[config.mk]
export PLATFORM = sky130hd
export DESIGN_NAME = decoder_arbiter
export DESIGN_NICKNAME = d
export VERILOG_FILES = /design/src/rtl/decoder_arb_pkg.sv /design/src/rtl/decoder2to4.sv /design/src/rtl/decoder_arbiter.sv
export SDC_FILE = /design/constraint.sdc
export NUM_CORES = 1
export LEC_CHECK = 0
export BUFFER_PORTS_ARGS = -buffer_cell sky130_fd_sc_hd__buf_2
export CORE_UTILIZATION = 48
export DETAILED_ROUTE_END_ITERATION = 10
export HOLD_SLACK_MARGIN = 0.12
export PLACE_DENSITY_LB_ADDON = 0.12
export SYNTH_ARGS = -nofsm -noshare
export SYNTH_HDL_FRONTEND = slang
export SYNTH_SLANG_ARGS = --single-unit
[constraint.sdc]
create_clock -name clk -period 1.6 [get_ports clk]
set_input_delay 0.32 -clock clk [delete_from_list [all_inputs] [get_ports clk]]
set_output_delay 0.32 -clock clk [all_outputs]
set_load 0.01 [all_outputs]
[src/rtl/decoder_arb_pkg.sv]
// Shared types, sizes and the round-robin search for the four-way decoder arbiter.
package decoder_arb_pkg;

  localparam int unsigned NUM_REQ = 4;
  localparam int unsigned IDX_W   = 2;

  typedef enum logic {
    IDLE  = 1'b0,
    GRANT = 1'b1
  } state_e;

  typedef logic [NUM_REQ-1:0] req_t;
  typedef logic [IDX_W-1:0]   idx_t;

  // Result of a priority search: whether anyone was found and who.
  typedef struct packed {
    logic found;
    idx_t idx;
  } pick_t;

  // Rotate the request vector so ptr lands at bit 0, then find the first set bit.
  // The lowest rotated position wins, so the search order is ptr, ptr+1, ptr+2, ptr+3.
  function automatic pick_t rr_pick(input req_t req, input idx_t ptr);
    logic [2*NUM_REQ-1:0] dbl;
    req_t                 rot;
    pick_t                pick;
    dbl  = {req, req};
    rot  = dbl[{1'b0, ptr} +: NUM_REQ];
    pick = '0;
    for (int k = NUM_REQ - 1; k >= 0; k--) begin
      if (rot[k]) begin
        pick.found = 1'b1;
        pick.idx   = ptr + IDX_W'(k);
      end
    end
    return pick;
  endfunction

endpackage

[src/rtl/decoder2to4.sv]
// Index-to-one-hot decoder with enable; all-zero output when disabled.
module decoder2to4
  import decoder_arb_pkg::*;
(
  input  logic [IDX_W-1:0]   idx_i,
  input  logic               en_i,
  output logic [NUM_REQ-1:0] onehot_c_o
);

  // Exactly one bit set when enabled, so the decoded select can never be multi-hot.
  always_comb begin
    onehot_c_o = '0;
    if (en_i) begin
      onehot_c_o[idx_i] = 1'b1;
    end
  end

endmodule

[src/rtl/decoder_arbiter.sv]
// Four-way round-robin arbiter with optional hold-limit preemption.
// Drives the registered owner index and its registered one-hot decode.
module decoder_arbiter
  import decoder_arb_pkg::*;
#(
  parameter int unsigned MAX_HOLD = 8
) (
  input  logic               clk,
  input  logic               rst_n,
  input  logic [NUM_REQ-1:0] req,
  output logic [NUM_REQ-1:0] gnt,
  output logic [IDX_W-1:0]   gnt_idx,
  output logic               gnt_valid
);

  localparam int unsigned CNT_W = (MAX_HOLD == 0) ? 1 : $clog2(MAX_HOLD + 1);
  localparam logic [CNT_W-1:0] HOLD_LIM = CNT_W'(MAX_HOLD);
  localparam logic [CNT_W-1:0] HOLD_ONE = CNT_W'(1);

  state_e             state_q, state_d;
  idx_t               ptr_q, ptr_d;
  idx_t               idx_q, idx_d;
  logic [CNT_W-1:0]   hold_q, hold_d;
  logic               valid_q, valid_d;
  logic [NUM_REQ-1:0] gnt_q, gnt_d;

  pick_t pick;
  logic  owner_req;
  logic  others_wait;
  logic  preempt;
  logic  release_c;

  // Arbitration terms derived from the current owner and live requests.
  assign pick        = rr_pick(req, ptr_q);
  assign owner_req   = req[idx_q];
  assign others_wait = (req & ~gnt_q) != '0;
  assign preempt     = (MAX_HOLD != 0) && (hold_q == HOLD_LIM) && others_wait;
  assign release_c   = !owner_req || preempt;

  // Next-state: IDLE picks an owner; GRANT counts hold time and releases once.
  always_comb begin
    state_d = state_q;
    ptr_d   = ptr_q;
    idx_d   = idx_q;
    hold_d  = hold_q;
    unique case (state_q)
      IDLE: begin
        if (pick.found) begin
          state_d = GRANT;
          idx_d   = pick.idx;
          hold_d  = HOLD_ONE;
        end
      end
      GRANT: begin
        if (release_c) begin
          state_d = IDLE;
          ptr_d   = idx_q + IDX_W'(1);
          idx_d   = '0;
          hold_d  = '0;
        end else if (hold_q < HOLD_LIM) begin
          hold_d = hold_q + HOLD_ONE;
        end
      end
      default: begin
        state_d = IDLE;
        idx_d   = '0;
        hold_d  = '0;
      end
    endcase
  end

  // Grant is valid exactly while the next state is GRANT.
  assign valid_d = (state_d == GRANT);

  // Decode the next owner so gnt is registered alongside gnt_idx and never disagrees with it.
  decoder2to4 u_dec (
    .idx_i      (idx_d),
    .en_i       (valid_d),
    .onehot_c_o (gnt_d)
  );

  // State and output registers; reset clears every output at once.
  always_ff @(posedge clk or negedge rst_n) begin
    if (!rst_n) begin
      state_q <= IDLE;
      ptr_q   <= '0;
      idx_q   <= '0;
      hold_q  <= '0;
      valid_q <= 1'b0;
      gnt_q   <= '0;
    end else begin
      state_q <= state_d;
      ptr_q   <= ptr_d;
      idx_q   <= idx_d;
      hold_q  <= hold_d;
      valid_q <= valid_d;
      gnt_q   <= gnt_d;
    end
  end

  assign gnt       = gnt_q;
  assign gnt_idx   = idx_q;
  assign gnt_valid = valid_q;

  // The datapath select must never be multi-hot.
  a_gnt_onehot0 : assert property (@(posedge clk) disable iff (!rst_n) $onehot0(gnt_q));

  // Valid flag and decoded grant always agree.
  a_valid_match : assert property (@(posedge clk) disable iff (!rst_n) valid_q == (gnt_q != '0));

  // Index returns to zero whenever nobody owns the resource.
  a_idle_index : assert property (@(posedge clk) disable iff (!rst_n) valid_q || (idx_q == '0));

endmodule

==> results.py <==
metrics = {
    "clocking": {
        "cts_root_buffer_type": "sky130_fd_sc_hd__clkbuf_4",
        "cts_htree_levels": 1,
        "max-clock-path-buffers": 2,
        "tritoncts": "done",
        "clock_latency_ps": 280,
        "cts_buffers": 3,
        "clk_transition_reported_paths_ps": 90,
        "numClockSinks": 13,
    },
    "critical_path": {
        "reg2reg_depth": 5,
        "crit_buf_inv": 0,
        "worst-endpoint-required_ps": 1800,
        "critical_path_fanout_max": 3,
        "cp_slowest_stage_delay_ps": 440,
        "path_delay_family": "compound AO/OA/AOI/OAI gates",
        "worst_setup_path_start_kind": "register",
        "cp_endpoint_kind": "register",
        "cp_num_cells": 5,
        "worst_path_arrival_ps": 1780,
        "cp_slowest_cell": "sky130_fd_sc_hd__o41ai_4",
        "path_class": "reg -> reg",
        "worstPathCellList": "nor2b_4, o41ai_4, nand3_2, o22a_2, a31oi_1",
    },
    "power": {
        "power_density_over_cell_area_nw_per_um2": 1720,
        "finalPower_w": 0.00180,
        "power_leakage_nw": 0.506,
        "irDropWorstVdd_mv": 1.04,
    },
    "detailed_routing": {
        "routed_via_density": 5.64,
        "drt_first_iter_violations": 8,
        "detail_route.wirelength_um": 1990,
        "detail-route-antenna-nets": 0,
        "detail_route.wl_per_cell_um": 16.1,
        "detail_route.drc_violations": 0,
        "firstDrtPassIters": 4,
        "m1WireLength_um": 840,
        "routed-wl-met2_um": 1080,
        "top_signal_layer_used": "met4",
        "met3RoutedLength_um": 39,
        "vias": 699,
    },
    "grt": {
        "grt_max_degree": 14,
        "antenna_found_initial": 0,
        "globalRouteOverflowTotal": 0,
        "first_pass_grt_wire_length_um": 2990,
        "vias_in_the_first_global_route": 646,
        "grt_util_all_layers_pct": 23.3,
    },
    "synthesis": {
        "yosys-top-cells-count": "sky130_fd_sc_hd__dfrtp_1 (13), sky130_fd_sc_hd__nand2_1 (7), sky130_fd_sc_hd__inv_1 (5)",
        "yosysSeqAreaShare_pct": 41.7,
        "synth-async-reset-ratio_pct": 100,
        "yosysTopAreaCell": "sky130_fd_sc_hd__dfrtp_1",
        "ys.warnings.count": 0,
        "synth_xor_area_share_pct": 1.12,
        "synth_cell_types": 35,
        "synth.net_count": 83,
        "mean_instance_size_in_the_synthesized_netlist_um2": 10.4,
        "synth_compound_area_share_pct": 23.2,
        "synth-main-ff-cell": "sky130_fd_sc_hd__dfrtp_1",
        "post_synthesis_simple_gate_area_fraction_pct": 25.5,
        "netlist_area_um2": 781,
        "synthMostInstantiatedCell": "sky130_fd_sc_hd__dfrtp_1",
        "synth_top_cells_by_area": "sky130_fd_sc_hd__dfrtp_1 (42%), sky130_fd_sc_hd__o41ai_4 (3.5%), sky130_fd_sc_hd__nand2_1 (3.4%), sky130_fd_sc_hd__ha_1 (3.2%), sky130_fd_sc_hd__nor2b_1 (3.2%)",
        "number_of_flip_flops_and_latches_in_the_synthesized_netlist": 13,
        "synthMuxAreaShare_pct": 2.88,
        "post_synth_inst_count": 75,
        "number_of_flops_mapped_to_enable_cells_by_yosys": 0,
        "synth_top_family_by_area": "simple AND/OR/NAND/NOR gates",
        "post_synth_fa_ha_maj_area_fraction_pct": 3.21,
        "yosys.area.top_type_share_pct": 41.7,
    },
    "floorplan": {
        "floorplan.core_area_um2": 1510,
        "io-pin-count": 13,
        "floorplan.die.width_um": 42.3,
        "design.die.area_um2": 1790,
        "floorplan.initialDensity_pct": 51.8,
        "num_rows": 14,
        "die_h_um": 42.3,
    },
    "timing": {
        "tns_ps": 0,
        "worst_pin_slew_ps": 360,
        "report.final.hold_viol_count": 0,
        "fin_crit_sh_pct": 98.7,
        "max-slew-margin-rel_pct": 75.9,
        "setup_slack_ps": 20.0,
        "finalCriticalPeriod_ps": 1580,
        "finalMaxSlewViolations": 0,
        "setup_repair_after_global_routing_missed_its_margin": "yes",
        "final_setup_viols": 0,
        "maxClockFrequency_mhz": 633,
        "fin_skew_ps": 11.9,
    },
    "final_layout": {
        "fillCellCount": 127,
        "area_growth_syn_to_layout_pct": 33.8,
        "nNetsFinal": 117,
        "register_area_um2": 327,
        "finalCoreUtilization_pct": 69.4,
        "multi_input_area_um2": 463,
        "drive_above_1_share_pct": 44.4,
        "antenna_cells_inserted": 0,
        "stdcell_area_um2": 1040,
    },
    "min_path": {
        "worst_min_path_class": "in -> async",
    },
    "job": {
        "maxCapViolCount": 0,
    },
    "place": {
        "gpl.final_weighted_congestion": 0.851,
        "pre_cts_setup_slack_ps": -60.5,
        "hpwl_um": 1360,
        "numPortBuffers": 12,
        "placed_area_um2": 952,
    },
    "outcome": {
        "outcome": "complete, no violations",
    },
}
==> metal layers <==
metal  track usage [%]  up-vias
met3              2.59        4
met4              13.1        0
met2              38.8       13
li1                  -      342
met1              29.1      340
met5                 0        -
==> power by group <==
group | internal [W] | switching, W
clock network | 0.0000966 | 0.000109
logic | 0.000522 | 0.000480
registers | 0.000455 | 0.000133
==> layout make-up <==
type | count | share of cell area, %
sequential | 13 | 31.3
timing repair buffer | 29 | 18.2
tap | 16 | 1.92
inverter | 5 | 1.80
clock buffer | 4 | 2.51
multi-input combinational | 57 | 44.3
==> repair_timing <==
| action | CTS | global route |
|---|---|---|
| endpoints found under the setup margin | 0 | 6 |
| buffers inserted | 0 | 4 |
| hold endpoints to repair | 13 | 0 |
| gates resized for setup | 0 | 5 |
| hold buffers | 1 | 0 |
==> cell families after synthesis <==
| kind of cell | after synthesis |
|---|---|
| DFF | 13 |
| adders and majority gates | 2 |
| xor gates and xnor gates | 1 |
| buffers and inverters | 5 |
| AOI/OAI and AO/OA | 23 |
| and+or+nand+nor | 30 |
| muxes | 1 |
==> per-stage QoR <==
stage	hold WS [ps]	std cells
after floorplan	24.4	75
after CTS	465	120
after global routing	529	124
after detailed placement	225	115
final	497	124
after global placement	221	115
==> worst paths after layout <==
path,start,to,slack [ps]
max,gnt[2],gnt[0],20
min,rst_n,gnt[0],500
max reg2reg,gnt[2],gnt[0],20
min reg2reg,hold_q[1],hold_q[1],560
max in group asynchronous,rst_n,gnt_idx[0],830
min in group clk,hold_q[1],hold_q[1],560
==> worst register-to-register path, stage by stage, from the launching register on <==
cell	delay, ps
sky130_fd_sc_hd__dfrtp_1	400
sky130_fd_sc_hd__nor2b_4	60
sky130_fd_sc_hd__o41ai_4	440
sky130_fd_sc_hd__nand3_2	170
sky130_fd_sc_hd__o22a_2	250
sky130_fd_sc_hd__a31oi_1	180
==> layout by cell type, fill, tap and decap left out, types with 2 or more instances in the layout <==
cell / synthesis / routed
sky130_fd_sc_hd__buf_4: 0 / 16
sky130_fd_sc_hd__o21ai_0: 4 / 4
sky130_fd_sc_hd__buf_2: 0 / 12
sky130_fd_sc_hd__o21ai_1: 3 / 3
sky130_fd_sc_hd__ha_1: 2 / 2
sky130_fd_sc_hd__a21oi_1: 3 / 3
sky130_fd_sc_hd__nor3b_2: 2 / 2
sky130_fd_sc_hd__inv_1: 5 / 5
sky130_fd_sc_hd__dfrtp_1: 13 / 12
sky130_fd_sc_hd__nand2_1: 7 / 7
sky130_fd_sc_hd__clkbuf_4: 0 / 3
sky130_fd_sc_hd__nor2b_1: 4 / 4
sky130_fd_sc_hd__nand3_1: 4 / 3
sky130_fd_sc_hd__a31oi_1: 2 / 2
==> sequential cells by signal, indices dropped and copies added, names as in the netlist <==
signal     flops
gnt            4
gnt_idx        2
hold_q         4
gnt_valid      1
ptr_q          2
Note: power is estimated with default switching activity, not from simulation.
